<file path="src/rtl/spi_buffer_pkg.sv">
// Shared attribute layout and width helpers for the SPI buffer and the SPI slave.
package spi_buffer_pkg;

  localparam int ATTR_WIDTH = 4;

  localparam int INVALID    = 0;
  localparam int VALID      = 1;
  localparam int SPI_FINISH = 2;
  localparam int FULL       = 3;

  // Pointer addresses 0..size-1; a count must also represent the value size itself.
  function automatic int ptr_width(input int size);
    return (size <= 2) ? 1 : $clog2(size);
  endfunction

  function automatic int cnt_width(input int size);
    return $clog2(size + 1);
  endfunction

endpackage

</file>
<file path="src/rtl/spi_ring_ptr.sv">
// Modulo-SIZE pointer with increment enable and synchronous clear.
module spi_ring_ptr
  import spi_buffer_pkg::*;
#(
  parameter int SIZE = 10,
  parameter int W    = ptr_width(SIZE)
) (
  input  logic         clk,
  input  logic         rst_i,
  input  logic         clear_i,
  input  logic         inc_i,
  output logic [W-1:0] ptr_o
);

  logic [W-1:0] ptr_q;
  logic [W-1:0] ptr_d;

  always_comb begin
    ptr_d = ptr_q;
    if (inc_i) begin
      ptr_d = (ptr_q == W'(SIZE - 1)) ? '0 : ptr_q + W'(1);
    end
  end

  always_ff @(posedge clk) begin
    if (rst_i || clear_i) begin
      ptr_q <= '0;
    end else begin
      ptr_q <= ptr_d;
    end
  end

  assign ptr_o = ptr_q;

endmodule

</file>
<file path="src/rtl/spi_ring_buffer.sv">
// Circular word buffer between the SPI slave shifter and the processor-unit bus.
// Optional build macro SPI_RING_BUFFER_OVERWRITE_EN: writes to a full buffer replace the oldest word.
module spi_ring_buffer
  import spi_buffer_pkg::*;
#(
  parameter int DATA_WIDTH = 32,
  parameter int BUF_SIZE   = 10,
  parameter int ATTR_WIDTH = spi_buffer_pkg::ATTR_WIDTH
) (
  input  logic                          clk,
  input  logic                          rst,
  input  logic                          clear,
  input  logic                          wr,
  input  logic [DATA_WIDTH-1:0]         data_in,
  input  logic                          frame_end,
  input  logic                          oe,
  output logic [DATA_WIDTH-1:0]         data_out,
  output logic [cnt_width(BUF_SIZE)-1:0] count,
  output logic                          overflow,
  output logic [ATTR_WIDTH-1:0]         attr_out
);

  localparam int PTR_W = ptr_width(BUF_SIZE);
  localparam int CNT_W = cnt_width(BUF_SIZE);
  localparam logic [ATTR_WIDTH-1:0] ATTR_RST = ATTR_WIDTH'(1) << INVALID;

  logic [DATA_WIDTH-1:0] mem [BUF_SIZE];

  logic [PTR_W-1:0]      wr_ptr;
  logic [PTR_W-1:0]      rd_ptr;
  logic [CNT_W-1:0]      count_q, count_d;
  logic                  overflow_q, overflow_d;
  logic                  pending_q, pending_d;
  logic                  finish_q, finish_d;
  logic [ATTR_WIDTH-1:0] attr_q, attr_d;

  logic full;
  logic rd_acc;
  logic wr_acc;
  logic pop;

  assign full   = (count_q == CNT_W'(BUF_SIZE));
  assign rd_acc = oe && (count_q != '0);

`ifdef SPI_RING_BUFFER_OVERWRITE_EN
  // A write into a full buffer always lands; the head is dropped to make room.
  assign wr_acc = wr;
  assign pop    = rd_acc || (wr && full);
`else
  assign wr_acc = wr && (!full || rd_acc);
  assign pop    = rd_acc;
`endif

  spi_ring_ptr #(.SIZE(BUF_SIZE), .W(PTR_W)) u_wr_ptr (
    .clk     (clk),
    .rst_i   (rst),
    .clear_i (clear),
    .inc_i   (wr_acc),
    .ptr_o   (wr_ptr)
  );

  spi_ring_ptr #(.SIZE(BUF_SIZE), .W(PTR_W)) u_rd_ptr (
    .clk     (clk),
    .rst_i   (rst),
    .clear_i (clear),
    .inc_i   (pop),
    .ptr_o   (rd_ptr)
  );

  always_ff @(posedge clk) begin
    if (wr_acc) begin
      mem[wr_ptr] <= data_in;
    end
  end

  always_comb begin
    count_d    = count_q;
    overflow_d = overflow_q | (wr && full && !rd_acc);
    pending_d  = pending_q | frame_end;
    finish_d   = finish_q;
    attr_d     = '0;

    unique case ({wr_acc, pop})
      2'b10:   count_d = count_q + CNT_W'(1);
      2'b01:   count_d = count_q - CNT_W'(1);
      default: count_d = count_q;
    endcase

    // A closed frame is reported once every word it delivered has been read out.
    if (wr_acc) begin
      finish_d = 1'b0;
    end else if (pending_d && (count_d == '0)) begin
      finish_d  = 1'b1;
      pending_d = 1'b0;
    end

    attr_d[INVALID]    = (count_d == '0);
    attr_d[VALID]      = (count_d != '0);
    attr_d[SPI_FINISH] = finish_d;
    attr_d[FULL]       = (count_d == CNT_W'(BUF_SIZE));
  end

  always_ff @(posedge clk) begin
    if (rst || clear) begin
      count_q    <= '0;
      overflow_q <= 1'b0;
      pending_q  <= 1'b0;
      finish_q   <= 1'b0;
      attr_q     <= ATTR_RST;
    end else begin
      count_q    <= count_d;
      overflow_q <= overflow_d;
      pending_q  <= pending_d;
      finish_q   <= finish_d;
      attr_q     <= attr_d;
    end
  end

  assign data_out = (oe && !attr_q[INVALID]) ? mem[rd_ptr] : '0;
  assign count    = count_q;
  assign overflow = overflow_q;
  assign attr_out = attr_q;

endmodule

</file>
<file path="config.mk">
export PLATFORM = sky130hd
export DESIGN_NAME = spi_ring_buffer
export DESIGN_NICKNAME = d
export VERILOG_FILES = /design/src/rtl/spi_buffer_pkg.sv /design/src/rtl/spi_ring_ptr.sv /design/src/rtl/spi_ring_buffer.sv
export SDC_FILE = /design/constraint.sdc
export NUM_CORES = 1
export LEC_CHECK = 0
export CORE_MARGIN = 3
export CORE_UTILIZATION = 60
export CTS_CLUSTER_DIAMETER = 200
export DETAILED_ROUTE_END_ITERATION = 10
export GPL_TIMING_DRIVEN = 0
export PLACE_DENSITY = 0.76
export SETUP_SLACK_MARGIN = 0.5
export SYNTH_ARGS = -nofsm -noshare
export SYNTH_HDL_FRONTEND = slang
export SYNTH_SLANG_ARGS = --single-unit
export TNS_END_PERCENT = 30
</file>
<file path="constraint.sdc">
create_clock -name clk -period 7.76 [get_ports clk]
set_input_delay 0.776 -clock clk [delete_from_list [all_inputs] [get_ports clk]]
set_output_delay 0.776 -clock clk [all_outputs]
set_load 0.02 [all_outputs]
</file>
# Word-level counts from Yosys, hierarchy flattened
# Memory sizes are Yosys's and may differ from the RTL's. A register that Yosys moved wholly into a read port is not among the register bits.
# Index checks and enable logic that the tools add are counted.
[totals]
register_bits = 19
ramBits = 320
inputBits = 38
out_inout_bits = 41
elab_cells = 46
memories = 1
[memory_table]
columns = ["name", "words", "word_bits", "rd", "rd_ports_with_merged_regs", "wr", "line_no", "source"]
rows = [
  ["mem", 10, 32, 1, 1, 1, "spi_ring_buffer.sv:27", "logic [DATA_WIDTH-1:0] mem [BUF_SIZE];"],
]
[op_classes]
add_sub_neg = 4
eq_ne = 6
muxes = 12
n_bitwise = 2
reduce_logical = 14
[op_table]
columns = ["op", "n"]
rows = [
  ["$mux 32", 1],
  ["$eq 4x4->1 const B", 4],
  ["$mux 4", 4],
  ["$add 4x1->4 const B", 3],
  ["$pmux 4 s2", 1],
  ["$reduce_bool 4->1", 2],
  ["$logic_and 1x1->1", 6],
  ["$mux 1", 6],
  ["$logic_not 4->1", 1],
  ["$sub 4x1->4 const B", 1],
  ["$logic_not 1->1", 3],
  ["$eq 2x1->1 const B", 1],
  ["$eq 2x2->1 const B", 1],
  ["$logic_or 1x1->1", 2],
  ["$or 1x1->1", 2],
]

# Depth between registers and ports, before layout
[logic_depth]
word_depth = 10
ltp_mapped = 11
mapped_depth_nobuf = 9

# By module
# A second synthesis with hierarchy kept.
[hier_totals]
cells_unflattened = 676
area_unflattened_um2 = 13346.6
[by_module_without_submodules]
columns = ["mod", "n_inst", "cells_each", "area_each_um2"]
rows = [
  ["spi_ring_buffer", 1, 636, 12986.2],
  ["spi_ring_ptr", 2, 20, 180.2],
]

# Least setup slack after synthesis
# No wires, ideal clock.
[synth_timing]
kind = "input -> register"
startpoint = "input port oe"
endpoint = "memory mem[4][0] (enable)"
setup_time_ns = 0.501
arrival_time_ns = 4.252
required_ns = 7.259
setup_slack_ns = 3.007
stages = 3
n_path_buf = 0
path_cell_list = "nand2b_1 > o21ai_0 > nor4_1"
[synth_via]
elab_chain_cells = 5
[synth_rtl]
columns = ["item", "line_no", "source"]
rows = [
  ["from (decl)", "spi_ring_buffer.sv:16", "input logic oe,"],
  ["$logic_and 1x1->1", "spi_ring_buffer.sv:43", "assign rd_acc = oe && (count_q != '0);"],
  ["$logic_or 1x1->1", "spi_ring_buffer.sv:50", "assign wr_acc = wr && (!full || rd_acc);"],
  ["$logic_and 1x1->1", "spi_ring_buffer.sv:50", ""],
  ["$mux 1", "spi_ring_buffer.sv:71", "if (wr_acc) begin"],
  ["$mux 1 (implied by the code)", "spi_ring_buffer.sv:72", "mem[wr_ptr] <= data_in;"],
  ["to (decl)", "spi_ring_buffer.sv:27", ""],
]
# No other way between the ends.

==> metrics.md <==
| Metric | Value |
|---|---|
| Hold_sp | `attr_out[2]$_SDFF_PP0_` |
| Critical Path Sink Type | `primary output` |
| Number of DRC markers in iteration 0 | `657` |
| Worst Path Required | `6.98 ns` |
| Synthesized Nets | `around 740` |
| Placed instance area | `~15000 um2` |
| Dpl hpwl | `17.99 mm` |
| Hold Fails Final Rpt | `0` |
| Crit path time final | `between 4 and 5 ns` |
| Tcrit/Tclk final | `0.5336` |
| TritonCTS Sinks | `342` |
| Top cell type's share of synthesized area | `0.7120` |
| Row cnt | `54` |
| GRT overflow | `0` |
| Crit start category | `flop` |
| Fmax | `241.5 MHz` |
| Met1 usage | `0.3300` |
| Max capacitance violation total | `0` |
| Hold-fix buffers, CTS | `0` |
| Post-Synthesis Cell Area | `13500 um2` |
| Mapped Avg Cell Area | `19.33 um2` |
| Number of CTS-inserted buffers | `35` |
| Syn Inst Count | `roughly 700` |
| Root Buffer | `clkbuf_16` |
| Max H-tree Level | `2` |
| Slew Viols, Final | `0` |
| Clock Pin Slew Worst Setup and Hold Paths | `0.06 ns` |
| Setup violators final | `0` |
| R2r setup slk | `5.06 ns` |
| Synth cell count leaders | `edfxtp_1 (320), a211oi_1 (65), mux4_2 (64)` |
| Area Growth Syn to Fin | `18.89%` |
| Gr usage total | `0.2429` |
| Synthesis-stage register bit count | `approximately 340` |
| Combinational share of power | `0.040` |
| Synth async-reset ratio | `0` |
| Syn. warnings | `0` |
| Fill cells | `1224` |
| RSZ-0062 raised after global routing | `no` |
| Vias/cell | `around 6.4` |
| Die area | `24330 um2` |
| Detail Route Antenna Nets | `0` |
| Core Area | `21960 um2` |
| GP Congestion | `between 0.8 and 0.9` |
| I/O pin total | `79` |
| Min-Delay Path Depth | `1` |
| Setup TNS | `0 ns` |
| Status | `completed` |
| Wire per inst | `25.02 um` |
| Main synth FF type | `edfxtp_1` |
| Post-layout util | `0.7307` |
| Post-synth EDFFs | `320` |
| Power density cells | `approximately 230 nW/um2` |
| Final instance area | `approximately 16000 um2` |
| Pleak | `4.976 nW` |
| ANT cells | `0` |
| DR DRC count | `0` |
| Internal Power | `0.003011 W` |
| Layout Nets | `just under 900` |
| M3 GR Usage | `0.04882` |
| First-pass GRT wire length | `approximately 44 mm` |
| Max FO, Critical Path | `10` |
| Share of cells above drive strength 1 | `0.2069` |
| Die width | `about 160 um` |
| Switching pwr | `0.0007341 W` |
| Arr. time, crit path | `3.36 ns` |
| Clk_lat worst skew | `~0.5 ns` |
| Top-count cell post-synth | `edfxtp_1` |
| GR peak layer | `met2` |
| Port-buffer cells | `78` |
| Reg power frac | `0.545` |
| Max Root-Sink Buffers | `3` |
| Initial Util | `0.6146` |
| Vias in the first global route | `7671` |
| Antenna violations before repair | `0` |
| Worst relative slew slack | `0.3314` |
| Post-Route WL | `28.65 mm` |
| Sequential share of the synthesized area | `0.7447` |
| GR Layer Usage met2 | `0.4120` |
| Dpl cells | `1082` |
| Clock power frac | `0.414` |
| Switching share of power | `0.1960` |
| Via count | `about 7300` |
| Fin Clk Skew | `0.01577 ns` |
| Largest net degree at the start of global routing | `33` |
| Postcts setup bufs | `0` |
| Cts repair resizes | `0` |
| Fin cells | `1145` |
| Hold path endpoint | `attr_out[2]$_SDFF_PP0_` |
| Area leader, netlist | `edfxtp_1` |
| VDD IR max | `about 0.00018 V` |
| Reg-to-reg startpoint | `count[1]$_SDFF_PP0_` |
| Hold Path Class | `flop to flop` |
| Die height | `156.0 um` |
| Worst Tran Pin Value | `1.003 ns` |
| Initial DRT Pass Iterations | `4` |
| Reg-to-reg critical path endpoint | `mem[1][15]$_DFFE_PP_` |
| CTS tree | `yes` |
| Yosys cell types | `49` |
| Reg2reg path depth | `6` |
| Most area-consuming cells after synthesis | `edfxtp_1 (71%), mux4_2 (11%), a211oi_1 (3.6%)` |
| Critical path class | `flop to primary output` |
## final cells by class
| cell class | count | area (um2) | share of cell area |
|---|---|---|---|
| Tap cell | 280 | 350.3 | 0.02184 |
| Inverter | 2 | 7.507 | 0.0004679 |
| Sequential cell | 342 | 10050 | 0.6264 |
| Buffer | 48 | 277.8 | 0.01731 |
| Timing Repair Buffer | 104 | 1079 | 0.06722 |
| Clock buffer | 47 | 963.4 | 0.06005 |
| Clock inverter | 16 | 102.6 | 0.006395 |
| Multi-Input combinational cell | 306 | 3214 | 0.2003 |
## how the worst max path moves through the flow
stage                     slack, ns  from  depth (start not counted)                   end
after floorplan                3.01    oe                          3   mem[4][0]$_DFFE_PP_
after global placement        -0.84    oe                          4  mem[8][15]$_DFFE_PP_
after detailed placement       3.67    oe                          6          data_out[10]
after CTS                      3.57  flop                          6          data_out[21]
after global routing           3.47  flop                          6          data_out[21]
final                          3.62  flop                          6          data_out[17]
## worst max-delay path, cell delays in order, from the launching register on
cell,delay (ns)
dfxtp_1,0.31
clkbuf_1,0.50
buf_2,0.37
clkbuf_1,0.55
a211oi_1,0.21
a211oi_1,0.27
clkdlybuf4s50_1,0.65
## stage by stage
| stage | hold WS [ns] | power [W] | setup slack, ns |
|---|---|---|---|
| floorplan | 0.4335 | 0.002158 | 3.007 |
| global placement | 0.4563 | 0.002220 | -0.8359 |
| detailed placement | 0.4627 | 0.002231 | 3.668 |
| CTS | 0.4790 | 0.003764 | 3.571 |
| global route | 0.5016 | 0.003856 | 3.468 |
| finish | 0.4742 | 0.003745 | 3.620 |
## power groups by stage
stage | combinational [W] | sequential, W | clock (W)
after floorplan | 0.0000773 | 0.00208 | 0
after global placement | 0.000141 | 0.00208 | 0
after detailed placement | 0.000150 | 0.00208 | 0
final | 0.000151 | 0.00204 | 0.00155
after global routing | 0.000163 | 0.00204 | 0.00165
after CTS | 0.000152 | 0.00204 | 0.00157
## kinds of logic after synthesis
family,Yosys count,synth area share
flip-flops,342,0.7447
adder cells (fa/ha/maj),1,0.0009270
XOR/XNOR,6,0.003895
AND/OR/NAND/NOR,99,0.04070
multiplexers,99,0.1330
AO/OA/AOI/OAI,101,0.05572
buffers and inverters,50,0.02114
## state kept, by name, indices dropped and copies added, names as in the netlist, named ones only
signal,cells
overflow,1
u_wr_ptr.ptr_o,4
count,4
attr_out,4
u_rd_ptr.ptr_o,4
pending_q,1
mem,320
## cells in the final DEF, fill, tap and decap left out, types with 13 or more instances in the layout
master           netlist  layout
nor2_1                23      20
clkdlybuf4s50_1        0      78
edfxtp_1             320     320
buf_6                  7      13
buf_4                  3      16
mux2i_1               33      33
mux4_2                64      64
a211oi_1              65      65
clkbuf_1              23      33
clkbuf_16              0      37
buf_2                 14      14
dfxtp_1               22      22
nor2b_1               34      34
## metal layers
layer / vias up / share of wire
met3: 55 / 0.076
met4: 0 / 0.022
met2: 329 / 0.51
met1: 3756 / 0.39
li1: 3151 / -
met5: - / 0
(Power assumes the default switching activity.)
